### src/rtl/y_function_pkg.sv
// Shared types and width helpers for the y = a^2 (or a^3) + floor(sqrt(b)) evaluator.
// Y_FUNCTION_CUBE_EN selects the cube variant and widens the result to 3W.
package y_function_pkg;

    typedef enum logic [1:0] {
        IDLE = 2'd0,
        MUL  = 2'd1,
        MUL2 = 2'd2,
        ADD  = 2'd3
    } y_state_e;

`ifdef Y_FUNCTION_CUBE_EN
    localparam bit CUBE_EN = 1'b1;
`else
    localparam bit CUBE_EN = 1'b0;
`endif

    // Result width: the square needs 2W bits, the cube 3W; the root always fits in the slack.
    function automatic int unsigned y_rw(input int unsigned w, input bit cube);
        return cube ? 3 * w : 2 * w;
    endfunction

    function automatic int unsigned mul_iters(input int unsigned w);
        return w;
    endfunction

    function automatic int unsigned root_iters(input int unsigned w);
        return w / 2;
    endfunction

endpackage

### src/rtl/y_function_param_isqrt.sv
// Sequential restoring integer square root: consumes two operand bits per cycle,
// producing one root bit per cycle over W/2 cycles.
module y_isqrt_seq
    import y_function_pkg::*;
#(
    parameter int unsigned W = 8
) (
    input  logic             clk_i,
    input  logic             rst_i,
    input  logic             start_i,
    input  logic [W-1:0]     x_bi,
    output logic             busy_o,
    output logic [W/2-1:0]   y_bo
);

    localparam int unsigned HW = root_iters(W);
    localparam int unsigned CW = $clog2(HW + 1);

    logic [W-1:0]  x_q,    x_d;
    logic [HW-1:0] rem_q,  rem_d;
    logic [HW-1:0] root_q, root_d;
    logic [CW-1:0] cnt_q,  cnt_d;
    logic          busy_q, busy_d;
    logic [HW+1:0] rem_sh_c;
    logic [HW+1:0] trial_c;
    logic          fits_c;

    // Remainder never exceeds twice the partial root, so HW bits hold it between steps.
    always_comb begin
        rem_sh_c = {rem_q, x_q[W-1 -: 2]};
        trial_c  = {root_q, 2'b01};
        fits_c   = (rem_sh_c >= trial_c);
        x_d      = x_q;
        rem_d    = rem_q;
        root_d   = root_q;
        cnt_d    = cnt_q;
        busy_d   = busy_q;
        if (start_i) begin
            x_d    = x_bi;
            rem_d  = '0;
            root_d = '0;
            cnt_d  = CW'(HW);
            busy_d = 1'b1;
        end else if (busy_q) begin
            x_d    = x_q << 2;
            rem_d  = fits_c ? HW'(rem_sh_c - trial_c) : HW'(rem_sh_c);
            root_d = (root_q << 1) | HW'(fits_c);
            cnt_d  = cnt_q - CW'(1);
            if (cnt_q == CW'(1)) begin
                busy_d = 1'b0;
            end
        end
    end

    always_ff @(posedge clk_i) begin
        if (rst_i) begin
            x_q    <= '0;
            rem_q  <= '0;
            root_q <= '0;
            cnt_q  <= '0;
            busy_q <= 1'b0;
        end else begin
            x_q    <= x_d;
            rem_q  <= rem_d;
            root_q <= root_d;
            cnt_q  <= cnt_d;
            busy_q <= busy_d;
        end
    end

    assign busy_o = busy_q;
    assign y_bo   = root_q;

endmodule

### src/rtl/y_function_param.sv
// Sequential evaluator y = a^2 + floor(sqrt(b)) with start/busy/valid handshake.
// Defining Y_FUNCTION_CUBE_EN adds the MUL2 pass, giving y = a^3 + floor(sqrt(b)).
module y_function_param
    import y_function_pkg::*;
#(
    parameter  int unsigned W  = 8,
    localparam int unsigned RW = y_rw(W, CUBE_EN)
) (
    input  logic          clk_i,
    input  logic          rst_i,
    input  logic [W-1:0]  a_bi,
    input  logic [W-1:0]  b_bi,
    input  logic          start_i,
    output logic          busy_o,
    output logic          valid_o,
    output logic [RW-1:0] y_bo
);

    localparam int unsigned HW = root_iters(W);
    localparam int unsigned CW = $clog2(mul_iters(W) + 1);

    if ((W < 2) || ((W % 2) != 0)) begin : g_bad_w
        $error("y_function_param: W must be even and at least 2");
    end

    y_state_e      state_q,  state_d;
    logic [CW-1:0] cnt_q,    cnt_d;
    logic [RW-1:0] mcand_q,  mcand_d;
    logic [W-1:0]  mplier_q, mplier_d;
    logic [RW-1:0] acc_q,    acc_d;
    logic [RW-1:0] y_q,      y_d;
    logic          busy_q,   busy_d;
    logic          valid_q,  valid_d;
`ifdef Y_FUNCTION_CUBE_EN
    logic [W-1:0]  a_q,      a_d;
`endif

    logic          start_c;
    logic          mul_last_c;
    logic [RW-1:0] acc_step_c;
    logic          root_busy;
    logic [HW-1:0] root_y;

    assign start_c    = (state_q == IDLE) && start_i;
    assign mul_last_c = (cnt_q <= CW'(1));
    assign acc_step_c = mplier_q[0] ? (acc_q + mcand_q) : acc_q;

    y_isqrt_seq #(
        .W (W)
    ) u_isqrt (
        .clk_i   (clk_i),
        .rst_i   (rst_i),
        .start_i (start_c),
        .x_bi    (b_bi),
        .busy_o  (root_busy),
        .y_bo    (root_y)
    );

    always_ff @(posedge clk_i) begin
        if (rst_i) begin
            state_q <= IDLE;
        end else begin
            state_q <= state_d;
        end
    end

    // The root finishes in W/2 cycles, so the root_busy term never stalls MUL in practice.
    always_comb begin
        state_d = state_q;
        case (state_q)
            IDLE: if (start_i) state_d = MUL;
            MUL: begin
                if (mul_last_c && !root_busy) begin
`ifdef Y_FUNCTION_CUBE_EN
                    state_d = MUL2;
`else
                    state_d = ADD;
`endif
                end
            end
`ifdef Y_FUNCTION_CUBE_EN
            MUL2: if (mul_last_c) state_d = ADD;
`endif
            ADD:     state_d = IDLE;
            default: state_d = IDLE;
        endcase
    end

    // Shift-add datapath and registered handshake outputs.
    always_comb begin
        cnt_d    = cnt_q;
        mcand_d  = mcand_q;
        mplier_d = mplier_q;
        acc_d    = acc_q;
        y_d      = y_q;
        valid_d  = 1'b0;
        busy_d   = (state_d != IDLE);
`ifdef Y_FUNCTION_CUBE_EN
        a_d      = a_q;
`endif
        case (state_q)
            IDLE: begin
                if (start_i) begin
                    mcand_d  = RW'(a_bi);
                    mplier_d = a_bi;
                    acc_d    = '0;
                    cnt_d    = CW'(mul_iters(W));
`ifdef Y_FUNCTION_CUBE_EN
                    a_d      = a_bi;
`endif
                end
            end
`ifdef Y_FUNCTION_CUBE_EN
            MUL, MUL2: begin
`else
            MUL: begin
`endif
                if (cnt_q != '0) begin
                    acc_d    = acc_step_c;
                    mcand_d  = mcand_q << 1;
                    mplier_d = mplier_q >> 1;
                    cnt_d    = cnt_q - CW'(1);
                end
`ifdef Y_FUNCTION_CUBE_EN
                // Square is complete: it becomes the multiplicand for the second pass.
                if ((state_q == MUL) && (state_d == MUL2)) begin
                    mcand_d  = acc_step_c;
                    mplier_d = a_q;
                    acc_d    = '0;
                    cnt_d    = CW'(mul_iters(W));
                end
`endif
            end
            ADD: begin
                y_d     = acc_q + RW'(root_y);
                valid_d = 1'b1;
            end
            default: ;
        endcase
    end

    always_ff @(posedge clk_i) begin
        if (rst_i) begin
            cnt_q    <= '0;
            mcand_q  <= '0;
            mplier_q <= '0;
            acc_q    <= '0;
            y_q      <= '0;
            busy_q   <= 1'b0;
            valid_q  <= 1'b0;
`ifdef Y_FUNCTION_CUBE_EN
            a_q      <= '0;
`endif
        end else begin
            cnt_q    <= cnt_d;
            mcand_q  <= mcand_d;
            mplier_q <= mplier_d;
            acc_q    <= acc_d;
            y_q      <= y_d;
            busy_q   <= busy_d;
            valid_q  <= valid_d;
`ifdef Y_FUNCTION_CUBE_EN
            a_q      <= a_d;
`endif
        end
    end

    assign busy_o  = busy_q;
    assign valid_o = valid_q;
    assign y_bo    = y_q;

endmodule

### config.mk
export PLATFORM = sky130hd
export DESIGN_NAME = y_function_param
export DESIGN_NICKNAME = d
export VERILOG_FILES = /design/src/rtl/y_function_pkg.sv /design/src/rtl/y_function_param_isqrt.sv /design/src/rtl/y_function_param.sv
export SDC_FILE = /design/constraint.sdc
export NUM_CORES = 1
export LEC_CHECK = 0
export CORE_MARGIN = 3
export CORE_UTILIZATION = 52
export DETAILED_ROUTE_END_ITERATION = 6
export HOLD_SLACK_MARGIN = 0.02
export PLACE_DENSITY = 0.72
export SKIP_LAST_GASP = 1
export SLEW_MARGIN = 10
export SYNTH_ARGS = -nofsm -noshare
export SYNTH_HDL_FRONTEND = slang
export SYNTH_SLANG_ARGS = --single-unit
### constraint.sdc
create_clock -name clk_i -period 2.4 [get_ports clk_i]
set_clock_uncertainty 0.2 [all_clocks]
set_input_delay 0.36 -clock clk_i [delete_from_list [all_inputs] [get_ports clk_i]]
set_output_delay 0.36 -clock clk_i [all_outputs]
set_load 0.01 [all_outputs]
==> summary.md <==
| Metric | Value |
|---|---|
| Worst hold path type | `in -> reg` |
| Cells after DPL | `651` |
| Post-Syn Area | `4373 um^2` |
| Count of mapped cells out of synthesis | `508` |
| Number of antenna-violating nets in the routed design | `0` |
| Final weighted congestion in routability-driven placement | `0.8520` |
| Number of global-route vias before repair | `3406` |
| Startpoint type of the worst setup path | `flip-flop` |
| Total global routing overflow | `0` |
| Number of vias after detailed routing | `3761` |
| Antenna violations before repair | `0` |
| Main flop type after synthesis | `dfxtp_1` |
| Post-Route Hold Slack | `225.5 ps` |
| Count of distinct cell types in the synthesized netlist | `54` |
| Async set-or-reset flop fraction in the synthesized netlist | `0%` |
| Part of the total power dissipated in the clock network | `30.2%` |
| DP Wirelength | `6793 um` |
| Gate power share | `23.5%` |
| Number of max-slew violations in the final report | `0` |
| Clk_lat worst skew | `360 ps` |
| Number of buffers created by CTS | `9` |
| Final design area excluding fillers | `5370 um^2` |
| Top achievable clock speed | `0.4077 GHz` |
| Die boundary height | `97.71 um` |
| Yosys reg bits | `84` |
| Final-stage net count | `620` |
| Leading area contributor after synthesis | `dfxtp_1` |
| CTS tree | `built` |
| Clock edge transition at the registers on the reported setup and hold paths | `80 ps` |
| Setup slack at placement | `-75.53 ps` |
| H-tree level count | `3` |
| Library cell with the highest instance count after synthesis | `dfxtp_1` |
| Fin. Hold Viols | `0` |
| Number of top-level design ports | `37` |
| Pin count of the biggest net entering global routing | `28` |
| Count of non-filler cells in the finished layout | `675` |
| P&R area growth vs syn | `22.80%` |
| Sequential share of the synthesized area | `38.45%` |
| Detailed Route Iter0 Violations | `172` |
| Syn_nets | `559` |
| Pwr Density | `639.6 nW/um^2` |
| Root buffer cell | `clkbuf_8` |
| Total power | `3.435 mW` |
| Detail-routed net length per standard cell | `14.68 um` |
| Actual slew at the worst max-slew pin | `460.6 ps` |
| Max capacitance violation total | `0` |
| Antenna diode count | `0` |
| Critical-path cell list | `ha_1 > a211oi_4 > o21bai_1 > o21a_2 > a211oi_2 > nor3b_1 > or3_1 > a32o_1` |
| Floorplan Core Area | `7928 um^2` |
| Final total negative setup slack | `-105.7 ps` |
| Hold buffer count at cts | `0` |
| Critical path data required time | `2460 ps` |
| Share of power burned in registers | `46.3%` |
| Number of flops mapped to enable cells by yosys | `0` |
| Kind of end point of the critical path | `flip-flop` |
| Post-Route Utilization | `67.74%` |
| Worst Path Buf+Inv | `0` |
| Worst-path cell with the longest stage delay | `ha_1` |
| Sw Share | `30.71%` |
| Top area cells in the synthesized netlist | `dfxtp_1, ha_1, nor2_1, a211oi_1, a21oi_1` |
| Routed WL | `9911 um` |
| Depth of the critical timing path with buffers and inverters included | `8` |
| Leading post-synthesis cells by instance count | `dfxtp_1, nor2_1, a211oi_1` |
| Sink count of the clock tree | `84` |
| Fraction of post-synthesis cell area in the top cell type by area | `38.45%` |
| Standard cell area after detailed placement | `5016 um^2` |
| Number of placement rows | `32` |
| First-pass DRT Iterations | `4` |
| Hold depth | `2` |
| Critical path start-end classification | `reg -> reg` |
| Final critical-path setup slack | `-52.89 ps` |
| Internal power of the cells | `2.380 mW` |
| Wire length of the first global-routing pass | `16370 um` |
| Highest ir drop seen on vdd | `388.9 uV` |
| Count of final setup violators | `3` |
| Port bufs | `36` |
| Data arrival time at the worst-slack endpoint | `2510 ps` |
| Syn Area/Cell | `8.608 um^2` |
| Static leakage power | `2.125 nW` |
| Share of cells above drive strength 1 | `14.66%` |
| Largest fanout on the critical path | `3` |
| Clock Tree Buf Depth | `2` |
| Failing checks | `setup timing` |
| Count of warnings emitted by yosys | `0` |
| Fin crit share | `102.2%` |
| Unrepaired setup endpoints after global routing | `true` |
| Run status | `complete, but fails checks` |
| Number of cells traversed by the worst register-to-register path | `8` |
| Area enclosed by the die boundary | `9546 um^2` |
| Number of DRC violations after detailed routing | `0` |
| Largest stage delay on the critical path | `360 ps` |
| Total track usage | `20.65%` |
| Starting utilization of the core area | `55.16%` |
| Slew headroom | `69.29%` |
| Post-route minimum period | `2453 ps` |
| Switching power | `1.055 mW` |
| Detail-routed via count per cell | `5.572` |
| Chip Width | `97.71 um` |
| Kind of cell adding the most delay to the critical path | `compound AO/OA/AOI/OAI gates` |
## registers in the layout, indices dropped and copies added, names as in the netlist
signal          flops
busy_o              1
mplier_q            8
state_q             2
u_isqrt.busy_o      1
cnt_q               4
u_isqrt.cnt_q       3
u_isqrt.x_q         8
y_bo               16
u_isqrt.y_bo        4
valid_o             1
acc_q              16
mcand_q            16
u_isqrt.rem_q       4
## final timing paths
path                    start           to  slack [ps]
setup / recovery   mcand_q[1]    acc_q[13]         -50
hold / removal          rst_i  mcand_q[15]         230
setup reg to reg   mcand_q[1]    acc_q[13]         -50
hold reg to reg   mplier_q[7]  mplier_q[7]         260
## per-layer routing
metal	track usage (%)	up-vias	wire length, um
li1	-	1923	-
met1	28.35	1727	4745
met2	32.53	103	4534
met3	4.666	8	542
met4	6.177	0	89
met5	0	-	0
## power groups by stage
stage	Clock, mW	Sequential [mW]	Combinational [mW]
after detailed placement	0	1.62	0.776
after floorplan	0	1.60	0.559
final	1.04	1.59	0.808
after global routing	1.11	1.61	0.896
after CTS	1.06	1.59	0.784
after global placement	0	1.62	0.761
## kinds of logic (layout without fill, tap and decap cells)
| family | count (synthesis) | count (layout) | synth area share [%] |
|---|---|---|---|
| muxes | 12 | 12 | 2.747 |
| AOI/OAI and AO/OA | 129 | 129 | 21.26 |
| and+or+nand+nor | 177 | 177 | 18.60 |
| buffers and inverters | 48 | 113 | 4.235 |
| adders and majority gates | 32 | 32 | 9.499 |
| DFF | 84 | 84 | 38.45 |
| xor gates and xnor gates | 26 | 26 | 5.207 |
## cells in the final DEF, fill, tap and decap left out, types with 7 or more instances in the layout
master	count
a211oi_1	32
a21o_1	8
a21oi_1	26
a22oi_1	14
and2_1	10
buf_4	38
clkbuf_8	10
clkdlybuf4s50_1	35
dfxtp_1	80
ha_1	29
inv_1	21
mux2i_1	12
nand2_1	32
nand3_1	7
nor2_1	79
nor3_1	16
o21ai_0	13
or3_1	7
xnor2_1	15
xor2_1	10
## area by class of cell
type / instances / area, um^2
clock buffer: 10 / 137.6
tap: 102 / 127.6
inverter: 22 / 82.58
sequential: 84 / 1689
multi-input combinational: 376 / 2600
timing repair buffer: 76 / 671.9
clock inverter: 5 / 61.31
fill: 624 / 2557
## what timing repair did
item / 4_1_cts / 5_1_grt
endpoints found under the setup margin: 6 / 14
setup buffers: 4 / 5
pin swaps: 6 / 4
gates resized for setup: 7 / 11
No activity file was read; power rests on OpenSTA's default activity.
